$ cat config.mk
export PLATFORM = sky130hd
export DESIGN_NAME = uc_eng_tx
export DESIGN_NICKNAME = d
export VERILOG_FILES = /design/src/rtl/uc_pkg.sv /design/src/rtl/uc_tx_fifo.sv /design/src/rtl/uc_eng_tx.sv
export SDC_FILE = /design/constraint.sdc
export NUM_CORES = 1
export LEC_CHECK = 0
export ABC_AREA = 1
export BUFFER_PORTS_ARGS = -buffer_cell sky130_fd_sc_hd__buf_2
export CAP_MARGIN = 15
export CELL_PAD_IN_SITES_DETAIL_PLACEMENT = 0
export CELL_PAD_IN_SITES_GLOBAL_PLACEMENT = 1
export CORE_AREA = 2 2 136 138
export CTS_CLUSTER_SIZE = 20
export DETAILED_ROUTE_END_ITERATION = 10
export DIE_AREA = 0 0 138 140
export MAX_ROUTING_LAYER = met4
export PLACE_DENSITY = 0.77
export SETUP_SLACK_MARGIN = 0.1
export SLEW_MARGIN = 10
export SYNTH_ARGS = -nofsm -noshare
export SYNTH_HDL_FRONTEND = slang
export SYNTH_SLANG_ARGS = --single-unit
$ cat constraint.sdc
create_clock -name clk -period 3 [get_ports clk]
set_input_delay 0.3 -clock clk [delete_from_list [all_inputs] [get_ports clk]]
set_output_delay 0.3 -clock clk [all_outputs]
set_load 0.005 [all_outputs]
$ cat src/rtl/uc_pkg.sv
// Shared definitions for the unit-clause exchange: sizing, literal layout and transmitter states.
package uc_pkg;
   localparam int unsigned UC_LENGTH  = 1024;
   localparam int unsigned NUM_ENGINE = 4;
   localparam int unsigned IDX_W      = $clog2(UC_LENGTH);
   localparam int unsigned LIT_W      = IDX_W + 1;

   typedef struct packed {
      logic             polarity;
      logic [IDX_W-1:0] idx;
   } uc_lit_t;

   typedef enum logic [1:0] {
      IDLE   = 2'd0,
      ACTIVE = 2'd1,
      HALT   = 2'd2
   } uc_tx_state_t;
endpackage

$ cat src/rtl/uc_tx_fifo.sv
// Synchronous FIFO holding pending unit literals; flush empties it in one cycle.
module uc_tx_fifo #(
   parameter int unsigned W     = 11,
   parameter int unsigned DEPTH = 16
) (
   input  logic         clk,
   input  logic         rst,
   input  logic         push,
   input  logic         pop,
   input  logic         flush,
   input  logic [W-1:0] din,
   output logic         full,
   output logic         empty,
   output logic [W-1:0] head
);
   localparam int unsigned AW = $clog2(DEPTH);
   localparam int unsigned CW = AW + 1;

   logic [W-1:0]  mem [DEPTH];
   logic [AW-1:0] wr_ptr;
   logic [AW-1:0] rd_ptr;
   logic [CW-1:0] count;
   logic          do_push;
   logic          do_pop;

   assign full    = (count == CW'(DEPTH));
   assign empty   = (count == '0);
   assign head    = mem[rd_ptr];
   assign do_push = push && !full && !flush;
   assign do_pop  = pop && !empty && !flush;

   always_ff @(posedge clk) begin
      if (do_push) mem[wr_ptr] <= din;
   end

   // Pointers wrap naturally at DEPTH; count carries the extra bit to tell full from empty.
   always_ff @(posedge clk or negedge rst) begin
      if (!rst) begin
         wr_ptr <= '0;
         rd_ptr <= '0;
         count  <= '0;
      end else if (flush) begin
         wr_ptr <= '0;
         rd_ptr <= '0;
         count  <= '0;
      end else begin
         if (do_push) wr_ptr <= wr_ptr + AW'(1);
         if (do_pop)  rd_ptr <= rd_ptr + AW'(1);
         count <= count + CW'(do_push) - CW'(do_pop);
      end
   end
endmodule

$ cat src/rtl/uc_eng_tx.sv
// Engine-side UC transmitter: buffers derived unit literals and retires one per arbiter grant window.
module uc_eng_tx #(
   parameter int unsigned UC_LENGTH  = 1024,
   parameter int unsigned NUM_ENGINE = 4,
   parameter int unsigned ENG_ID     = 0,
   parameter int unsigned DEPTH      = 16
) (
   input  logic                       clk,
   input  logic                       rst,
   input  logic                       mem_done,
   input  logic                       eng_uc_valid,
   input  logic [$clog2(UC_LENGTH):0] eng_uc,
   output logic                       eng_uc_ready,
   input  logic [NUM_ENGINE-1:0]      engmask,
   input  logic                       conflict,
   output logic                       eng2uca_valid,
   output logic                       eng2uca_empty,
   output logic [$clog2(UC_LENGTH):0] eng2uca,
   output logic                       overflow,
   output logic                       halted
);
   import uc_pkg::*;

   localparam int unsigned LW = $clog2(UC_LENGTH) + 1;
   localparam int unsigned MW = (NUM_ENGINE > 1) ? $clog2(NUM_ENGINE) : 1;

   uc_tx_state_t  state_q, state_d;
   logic          grant, grant_q;
   logic          offer_q, offer_d;
   logic          tail_vld_q, tail_vld_d;
   logic [LW-1:0] tail_q, tail_d;
   logic          overflow_d, halted_d;
   logic          live, dup, push, pop, flush;
   logic          full, empty;
   logic [LW-1:0] head;

   assign grant         = engmask[MW'(ENG_ID)];
   assign eng_uc_ready  = !full && (state_q != HALT);
   assign eng2uca_valid = offer_q;
   assign eng2uca_empty = !offer_q;
   assign eng2uca       = offer_q ? head : '0;

   uc_tx_fifo #(.W(LW), .DEPTH(DEPTH)) u_fifo (
      .clk   (clk),
      .rst   (rst),
      .push  (push),
      .pop   (pop),
      .flush (flush),
      .din   (eng_uc),
      .full  (full),
      .empty (empty),
      .head  (head)
   );

   always_ff @(posedge clk or negedge rst) begin
      if (!rst) begin
         state_q    <= IDLE;
         grant_q    <= 1'b0;
         offer_q    <= 1'b0;
         tail_vld_q <= 1'b0;
         tail_q     <= '0;
         overflow   <= 1'b0;
         halted     <= 1'b0;
      end else begin
         state_q    <= state_d;
         grant_q    <= grant;
         offer_q    <= offer_d;
         tail_vld_q <= tail_vld_d;
         tail_q     <= tail_d;
         overflow   <= overflow_d;
         halted     <= halted_d;
      end
   end

   // Next state, push/pop decisions and window bookkeeping; a conflict overrides everything else.
   always_comb begin
      state_d    = state_q;
      offer_d    = offer_q;
      tail_vld_d = tail_vld_q;
      tail_d     = tail_q;
      overflow_d = overflow;
      flush      = 1'b0;

      live = (state_q != HALT) && !conflict;
      dup  = tail_vld_q && (eng_uc == tail_q);
      push = live && eng_uc_valid && !dup && !full;
      pop  = live && offer_q && grant_q && !grant;

      case (state_q)
         IDLE: begin
            if (conflict)      state_d = HALT;
            else if (mem_done) state_d = ACTIVE;
         end
         ACTIVE: begin
            if (conflict) state_d = HALT;
         end
         HALT:    state_d = HALT;
         default: state_d = IDLE;
      endcase

      if (live && eng_uc_valid && !dup && full) overflow_d = 1'b1;

      if (push) begin
         tail_d     = eng_uc;
         tail_vld_d = 1'b1;
      end

      if (pop) offer_d = 1'b0;
      // The head is latched for the whole window only if something was queued when it opened.
      if (live && (state_q == ACTIVE) && grant && !grant_q && !empty) offer_d = 1'b1;

      if ((state_q != HALT) && conflict) begin
         flush      = 1'b1;
         offer_d    = 1'b0;
         tail_vld_d = 1'b0;
      end

      halted_d = (state_d == HALT);
   end
endmodule

==> flow_results.org, run 1 <==
** Status
- Run status :: finished clean

** Clocking
- Root cell of the clock tree :: sky130_fd_sc_hd__clkbuf_16
- Clock latency at the later pin of the worst-skew pair :: 0.48 ns
- The clock passes through at most 3 buffers.
- CTS built an H-tree with a depth of 1.
- TritonCTS built the clock tree.
- Post-CTS clock slew at the launch and capture registers of the worst setup and hold paths :: 0.06 ns
- The clock net in this run drives a total of 206 sinks.
- The number of clock buffers added by TritonCTS is 21.

** STA
- The number of max-slew violations in the final report was 0.
- Number of endpoints with negative hold slack in the final report :: 0
- Setup repair after global routing left no endpoint under its margin.
- Worst Tran Pin Value :: 1.17 ns
- Across the routed clock network, the largest skew measured is 0.00834 ns.
- Counting I/O delays and the setup requirement, the final critical path takes 2.72 ns.
- Final period util :: 90.6%
- Final number of setup-violating endpoints :: 0
- Based on the critical path, the design can be clocked at up to 368 MHz.
- In this run the tightest slew margin relative to its limit is 21.5%.
- Setup total negative slack on the finished layout was measured at 0 ns.

** Finish
- Counting the fill cells in the layout gives 1,473.
- Post-layout instance count excluding filler cells :: 1,059
- Synthesis-to-finish area growth :: 14.9%
- After routing the design area is 10,100 um^2.
- 0 antenna diodes ended up in the layout.
- The post-route netlist has 14.8% of its cells at a drive strength greater than 1.
- At the end of the flow, the number of nets in the layout was 848.

** Critical path
- STA puts the critical path data arrival time at 2.42 ns.
- The critical path ends at eng2uca[8].
- Along the worst path, the maximum fanout reaches 19.
- The most critical setup path has its startpoint at u_fifo.rd_ptr[1].
- The worst setup path is launched from a flip-flop.
- In this run the critical register-to-register path is launched from halted.
- The setup path with the least slack is of type flip-flop to primary output.
- The endpoint identified for the worst register-to-register timing path is u_fifo.count[4].
- The worst register-to-register path has a setup slack of 0.42 ns.
- Worst reg-to-reg path cell count :: 15
- Nature of the critical path endpoint :: primary output
- Required time of the critical path :: 2.70 ns

** Floorplan
- Floorplan Core Area :: 17,800 um^2
- The floorplan has 49 rows.
- Count of boundary I/O pins :: 36
- The floorplan step set the die height to 140 um.
- Die Span X :: 138 um
- The die covers 19,300 um^2.
- Initial Utilization :: 49.3%

** GRT
- In the global route stage, overall resource usage came out at 21.2%.
- The initial antenna violation count is 0.
- Largest net degree at the start of global routing :: 93
- The first global-routing pass estimated 30,500 um of wire.
- Global-route congestion overflow total :: 0
- The via count of the first global-routing pass came to 5,434.

** Power and ir drop
- Power Dens Cells :: 704 nW/um^2
- Combinational logic burns 16.7% of the power.
- VDD sags by at most 0.488 mV.
- The internal portion of the total power is 5150 uW.
- Leakage :: 0.00369 uW
- Fraction of power consumed by sequential logic :: 48.5%
- In this run switching power makes up 27.3% of total power.
- The analysis attributes to net switching a power of 1930 uW.
- Clock Power Share :: 34.7%

** Logic synthesis
- Cells after synthesis :: 760
- The synthesized design contains 176 enable-type register cells.
- Most used standard cell by instance count after synthesis :: sky130_fd_sc_hd__edfxtp_1
- The commonest cells after synthesis are sky130_fd_sc_hd__edfxtp_1 (176), sky130_fd_sc_hd__nor2_1 (146), sky130_fd_sc_hd__o21ai_0 (90).
- Post-synthesis net count :: 792
- In the synthesized netlist the async set-or-reset flop fraction comes to 14.6%.
- In this run the cell area of the synthesized design comes to 8760 um^2.
- Total of warnings raised by yosys :: 0
- Dividing the synthesized area by the synthesized cell count gives 11.5 um^2.
- Top cells by area, synth :: sky130_fd_sc_hd__edfxtp_1 (60%), sky130_fd_sc_hd__dfrtp_1 (8.6%), sky130_fd_sc_hd__nor2_1 (6.3%)
- Flip-flop and latch count after synthesis :: 206
- For this run, the leading register cell type out of synthesis is sky130_fd_sc_hd__edfxtp_1.
- Synth top area share :: 60.4%
- The synthesized netlist contains 30 unique library cells.
- Library cell with the largest summed area after synthesis :: sky130_fd_sc_hd__edfxtp_1
- Sequential area share after synthesis :: 68.9%

** Placement
- The count of buffers added on input and output ports is 32.
- Sum of net half-perimeters after detailed placement :: 12,400 um
- The congestion estimate from routability-driven global placement came to 0.786.
- Including well taps, the total number of placed cells is 1,004.
- Placed cell areas :: 9250 um^2

** Route
- For this run, design rule violations remaining after detail routing come to 0.
- In the final routed layout, each cell accounts on average for 19.1 um.
- 1st-pass router iterations :: 4
- In this run the remaining antenna-violating nets after routing total 0.
- The final layout contains routed wiring with a total length of 20,200 um.
- Using the TritonRoute via totals, the vias-per-cell ratio works out to 5.54.
- Total via count after detailed routing :: 5,865
- The first routing iteration left 483 violations.

** Min path
- The min-delay analysis places its worst path in the category primary input to flip-flop.

** Run
- Max-cap check violation count :: 0
## area by class of cell
| class | instances | area, um^2 | share of cell area, % |
|---|---|---|---|
| timing repair buffer | 73 | 504 | 5.01 |
| inverter | 54 | 208 | 2.06 |
| multi-input combinational | 460 | 2380 | 23.6 |
| sequential | 206 | 6040 | 60.0 |
| clock inverter | 12 | 104 | 1.03 |
| tap | 229 | 287 | 2.85 |
| clock buffer | 25 | 541 | 5.37 |
## worst max-delay path: stages, from the launching register on
cell and delay [ns]:
sky130_fd_sc_hd__dfrtp_4 0.57, sky130_fd_sc_hd__clkinvlp_4 0.29, sky130_fd_sc_hd__buf_4 0.23, sky130_fd_sc_hd__nor2_1 0.08, sky130_fd_sc_hd__o21ai_0 0.08, sky130_fd_sc_hd__o211ai_1 0.15, sky130_fd_sc_hd__nand3_1 0.19, sky130_fd_sc_hd__a21oi_1 0.19
sky130_fd_sc_hd__buf_2 0.14
## power groups by stage
stage | Clock (uW) | Sequential [uW] | Combinational, uW
final | 2460 | 3440 | 1190
after global routing | 2610 | 3460 | 1340
after CTS | 2490 | 3440 | 1160
after global placement | 0 | 3490 | 1100
after floorplan | 0 | 3450 | 815
after detailed placement | 0 | 3500 | 1150
## metal layers
metal | up-vias | track usage [%] | share of wire, %
met1 | 2857 | 28.0 | 43
met5 | - | - | 0
met3 | 36 | 2.67 | 5.7
met2 | 180 | 35.3 | 49
li1 | 2792 | - | -
met4 | 0 | 5.53 | 2.3
## logic make-up after synthesis
logic type | share of synthesized area, %
xor+xnor | 0.400
simple gates | 12.8
buf+inv | 4.84
fa+ha+maj | 1.80
compound gates | 11.2
flops | 68.9
## worst min path at each step
stage	endpoint	cells after the start	slack, ns	start
2_1_floorplan	eng2uca_valid	0	0.004	rst
3_3_place_gp	u_fifo.count[3]	1	0.38	rst
3_5_place_dp	u_fifo.count[3]	1	0.39	rst
4_1_cts	state_q[0]	2	0.001	mem_done
5_1_grt	state_q[0]	2	0.01	mem_done
6_report	state_q[0]	2	0.01	mem_done
## cells in the final DEF, fill, tap and decap left out, types with 11 or more instances in the layout
| cell | count |
|---|---|
| sky130_fd_sc_hd__buf_2 | 32 |
| sky130_fd_sc_hd__o21ai_0 | 89 |
| sky130_fd_sc_hd__clkbuf_16 | 21 |
| sky130_fd_sc_hd__edfxtp_1 | 176 |
| sky130_fd_sc_hd__nand3_1 | 32 |
| sky130_fd_sc_hd__a21oi_1 | 19 |
| sky130_fd_sc_hd__ha_1 | 11 |
| sky130_fd_sc_hd__nor3_2 | 15 |
| sky130_fd_sc_hd__nand2_1 | 66 |
| sky130_fd_sc_hd__inv_1 | 51 |
| sky130_fd_sc_hd__dfrtp_1 | 28 |
| sky130_fd_sc_hd__o21ai_1 | 17 |
| sky130_fd_sc_hd__o211ai_1 | 45 |
| sky130_fd_sc_hd__nor2_1 | 145 |
| sky130_fd_sc_hd__buf_4 | 33 |
## state kept, by name, summed over array words and instances, names as in the netlist
name,flops
eng2uca_valid,1
grant_q,1
halted,1
overflow,1
state_q,1
tail_q,11
tail_vld_q,1
u_fifo.count,5
u_fifo.mem,176
u_fifo.rd_ptr,4
u_fifo.wr_ptr,4
## metrics by stage
step / util, % / hold slack, ns / setup slack, ns / power [uW]
2_1_floorplan: - / 0.00441 / 0.618 / 4260
3_3_place_gp: 51.9 / 0.378 / 0.198 / 4590
3_5_place_dp: 52.0 / 0.385 / 0.0705 / 4650
4_1_cts: 55.8 / 0.00131 / 0.123 / 7090
5_1_grt: 56.6 / 0.0133 / 0.145 / 7410
6_report: 56.6 / 0.0112 / 0.283 / 7090
## timing repair
action / CTS / global route
gates resized for setup: 0 / 6
setup endpoints to repair: 0 / 7
endpoints found under the hold margin: 31 / 0
setup buffers: 0 / 11
hold buffers: 2 / 0
(Power assumes the default switching activity.)
==> run 2: changes to the inputs <==
--- a/config.mk
+++ b/config.mk
@@ -16,6 +16,7 @@
 export DIE_AREA = 0 0 138 140
 export MAX_ROUTING_LAYER = met4
 export PLACE_DENSITY = 0.77
+export RECOVER_POWER = 100
 export SETUP_SLACK_MARGIN = 0.1
 export SLEW_MARGIN = 10
 export SYNTH_ARGS = -nofsm -noshare
==> run 2 against run 1 <==
Effect of this change: the run now ends with max-capacitance violations, max-slew violations left; highest routed layer unchanged; routed wire length down 0.12%; total power shrank 0.48%; setup slack got worse by 0.052 ns; critical path depth shrank 1.
==> flow_results.org, run 2 (synthesized netlist as in run 1, its figures left out) <==
** Clocking
- Number of CTS-inserted buffers :: 21 (unchanged)
- TritonCTS built the clock tree.
- The clock net sink count came to 206 (unchanged).
- Clock latency at the later pin of the worst-skew pair :: 0.49 ns (about the same)
- Root cell of the clock tree :: sky130_fd_sc_hd__clkbuf_16
- The number of levels the H-tree was split into came to 1 (unchanged).
- Number of buffers on the longest clock path :: 3 (unchanged)
- The clock-pin slew of the registers on the worst-case setup and hold paths came to 0.06 ns (about the same).

** Critical path
- Nature of the critical path endpoint :: primary output
- Worst R2R End :: u_fifo.mem[14][8]
- The largest fanout on the critical path came to 29 (+10).
- The startpoint identified for the worst register-to-register timing path is tail_q[9].
- Worst Path Class, Setup :: flip-flop to primary output
- The required time of the critical path came to 2.70 ns (about the same).
- Flop-to-flop setup slack :: 0.40 ns (-0.02 ns)
- Arrival time of data at the critical path endpoint :: 2.47 ns (+0.05 ns)
- The path depth of the worst reg2reg path is 11 (-4).
- The worst setup path is launched from a flip-flop.

** Floorplan
- The initial core utilization was 49.3% (unchanged).
- The die boundary height came to 140 um (unchanged).
- The standard cell core area came to 17,800 um^2 (unchanged).
- # rows :: 49 (unchanged)
- The I/O pin total came to 36 (unchanged).
- The total die area was 19,300 um^2 (unchanged).
- Die Span X :: 138 um (unchanged)

** Route
- Routed Wire Length :: 20,200 um (-0.12%)
- Total via count after detailed routing :: 5,858 (-0.12%)
- Starting DRT DRC Count :: 455 (-5.8%)
- Vias per cell :: 5.53 (-0.12%)
- Routed wire per std cell :: 19.1 um (-0.12%)
- The number of detailed-route iterations in the first pass was 5 (+1).
- The residual antenna-violating net count after detailed routing was 0 (unchanged).
- Count of unresolved DRC violations after routing :: 0 (unchanged)

** Finish
- The number of non-filler instances in the completed layout was 1,059 (unchanged).
- Registers with the most flip-flops :: u_fifo.mem (176), tail_q (11), u_fifo.count (5)
- The net count reported at finish came to 848 (unchanged).
- Commonest cells after routing, fill and taps aside :: sky130_fd_sc_hd__edfxtp_1 (176), sky130_fd_sc_hd__nor2_1 (145), sky130_fd_sc_hd__o21ai_0 (97)
- The number of flip-flops under the largest register name came to 176 (unchanged).
- Synthesis-to-finish area growth :: 13.3%
- Register ranked first by flip-flop count :: u_fifo.mem
- The fraction of final layout cells sized beyond drive strength 1 came to 10.1% (-4.7 points).
- The number of antenna repair diodes is 0 (unchanged).
- Leaving out fill and tap cells, the most frequent cell in the layout is sky130_fd_sc_hd__edfxtp_1.
- Final instance area :: 9920 um^2 (-1.4%)
- End-of-flow core utilization :: 55.8% (-0.80 points)
- The area of all sequential standard cells was 6040 um^2 (unchanged).
- Count of fill cells added during filler insertion :: 1,507 (+2.3%)
- Multi-input gate area in the final layout :: 2350 um^2 (-1.2%)

** GRT
- Number of antenna violations at the first check in global routing :: 0 (unchanged)
- Largest net degree at the start of global routing :: 93 (unchanged)
- Vias in the first global route :: 5,434 (unchanged)
- The first-pass GRT wire length was 30,500 um (unchanged).
- The remaining global-route overflow came to 0 (unchanged).
- GRT Overall Usage :: 21.2% (unchanged)

** Min path
- Worst min-delay path category :: primary input to flip-flop
- Launch instance of the worst min-delay path :: mem_done
- The worst hold path terminates at state_q[0].
- Worst hold path stage count :: 2 (unchanged)

** Status
- Run status :: complete, but fails checks
- Failing checks :: max-capacitance violations, max-slew violations

** Power and ir drop
- Leakage :: 0.00358 uW (-3.2%)
- Power Dens Cells :: 711 nW/um^2 (+0.95%)
- The maximum vdd ir drop is 0.482 mV (-1.1%).

** STA
- The number of max-slew violations in the final report is 31 (+31).
- Number of endpoints with negative hold slack in the final report :: 0 (unchanged)
- Worst rel slew slack :: -13.9% (-35 points)
- Post-route minimum period :: 2.77 ns (+0.0521 ns)
- Clock Skew :: 0.0102 ns (+0.00188 ns)
- Setup repair after global routing left no endpoint under its margin.
- Peak Freq :: 361 MHz (-1.9%)
- Final number of setup-violating endpoints :: 0 (unchanged)
- Hold Worst Slack :: 0.00992 ns (-0.00131 ns)
- The slew of the pin with the lowest slew margin came to 1.71 ns (+0.536 ns).
- Total negative setup slack :: 0 ns (unchanged)
- The fraction of the cycle the final worst path needs came to 92.3% (+1.7 points).

** Run
- The total of max-cap violations came to 1 (+1).

** Placement
- The number of buffers inserted by port buffering came to 32 (unchanged).
- The cell count after placement was 1,004 (unchanged).
- The total placed instance area came to 9250 um^2 (unchanged).
- Gpl congestion :: 0.786 (unchanged)
- Sum of net half-perimeters after detailed placement :: 12,400 um (unchanged)
[run 2: changes by cell type in the layout (fill, tap and decap cells not counted), moves of 8 or more]
cell                       before  now
sky130_fd_sc_hd__clkbuf_1       4   37
sky130_fd_sc_hd__buf_4         33   10
sky130_fd_sc_hd__buf_2         32   14
sky130_fd_sc_hd__clkbuf_2       0    8
sky130_fd_sc_hd__o21ai_0       89   97
sky130_fd_sc_hd__o21ai_1       17    9
[run 2: power breakdown]
| group | switching (uW) | internal, uW |
|---|---|---|
| clock network | 1020 | 1450 |
| registers | 148 | 3290 |
| logic | 762 | 381 |
| total | 1930 | 5120 |
[run 2: area by class of cell]
class	instances	area share, %
Clock buffer	25	5.45
Clock inverter	12	1.05
Inverter	54	2.08
Multi-Input combinational cell	460	23.7
Sequential cell	206	60.9
Tap cell	229	2.89
Timing Repair Buffer	73	3.93
[run 2: worst max-delay path, stage by stage (launching register included)]
cell,delay [ns]
sky130_fd_sc_hd__dfrtp_2,0.43
sky130_fd_sc_hd__inv_2,0.40
sky130_fd_sc_hd__buf_4,0.37
sky130_fd_sc_hd__nor2_1,0.07
sky130_fd_sc_hd__o211ai_1,0.20
sky130_fd_sc_hd__nand3_1,0.10
sky130_fd_sc_hd__a21oi_1,0.24
sky130_fd_sc_hd__clkbuf_1,0.17
[run 2: routing by layer]
| metal | track usage, % | vias up | part of all wire [%] |
|---|---|---|---|
| li1 | - | 2795 | - |
| met1 | 28.0 | 2859 | 43 |
| met2 | 35.3 | 172 | 49 |
| met3 | 2.67 | 32 | 5.5 |
| met4 | 5.53 | 0 | 2.5 |
| met5 | - | - | 0 |
[run 2: worst max path at each step]
stage                                start          endpoint  slack, ns  cells past startpoint
after global routing             eng_uc[9]  u_fifo.mem[9][3]       0.08                     11
final                     u_fifo.rd_ptr[0]       eng2uca[10]       0.23                      7
after floorplan                     halted   u_fifo.count[4]       0.62                     15
after detailed placement        eng_uc[10]   u_fifo.count[4]       0.07                     17
after CTS                 u_fifo.rd_ptr[1]        eng2uca[6]       0.12                      7
after global placement           eng_uc[0]   u_fifo.count[4]       0.20                     17
[run 2: repair_timing]
item                                   in CTS  in global routing
endpoints found under the hold margin      31                  0
hold buffers                                2                  0
resized for setup                           0                  6
setup endpoints to repair                   0                  7
setup buffers                               0                 11
[run 2: through the flow]
step | power (uW) | worst slack, ns
2_1_floorplan | 4260 | 0.618
3_3_place_gp | 4590 | 0.198
3_5_place_dp | 4650 | 0.0705
4_1_cts | 7090 | 0.123
5_1_grt | 7370 | 0.0781
6_report | 7050 | 0.231
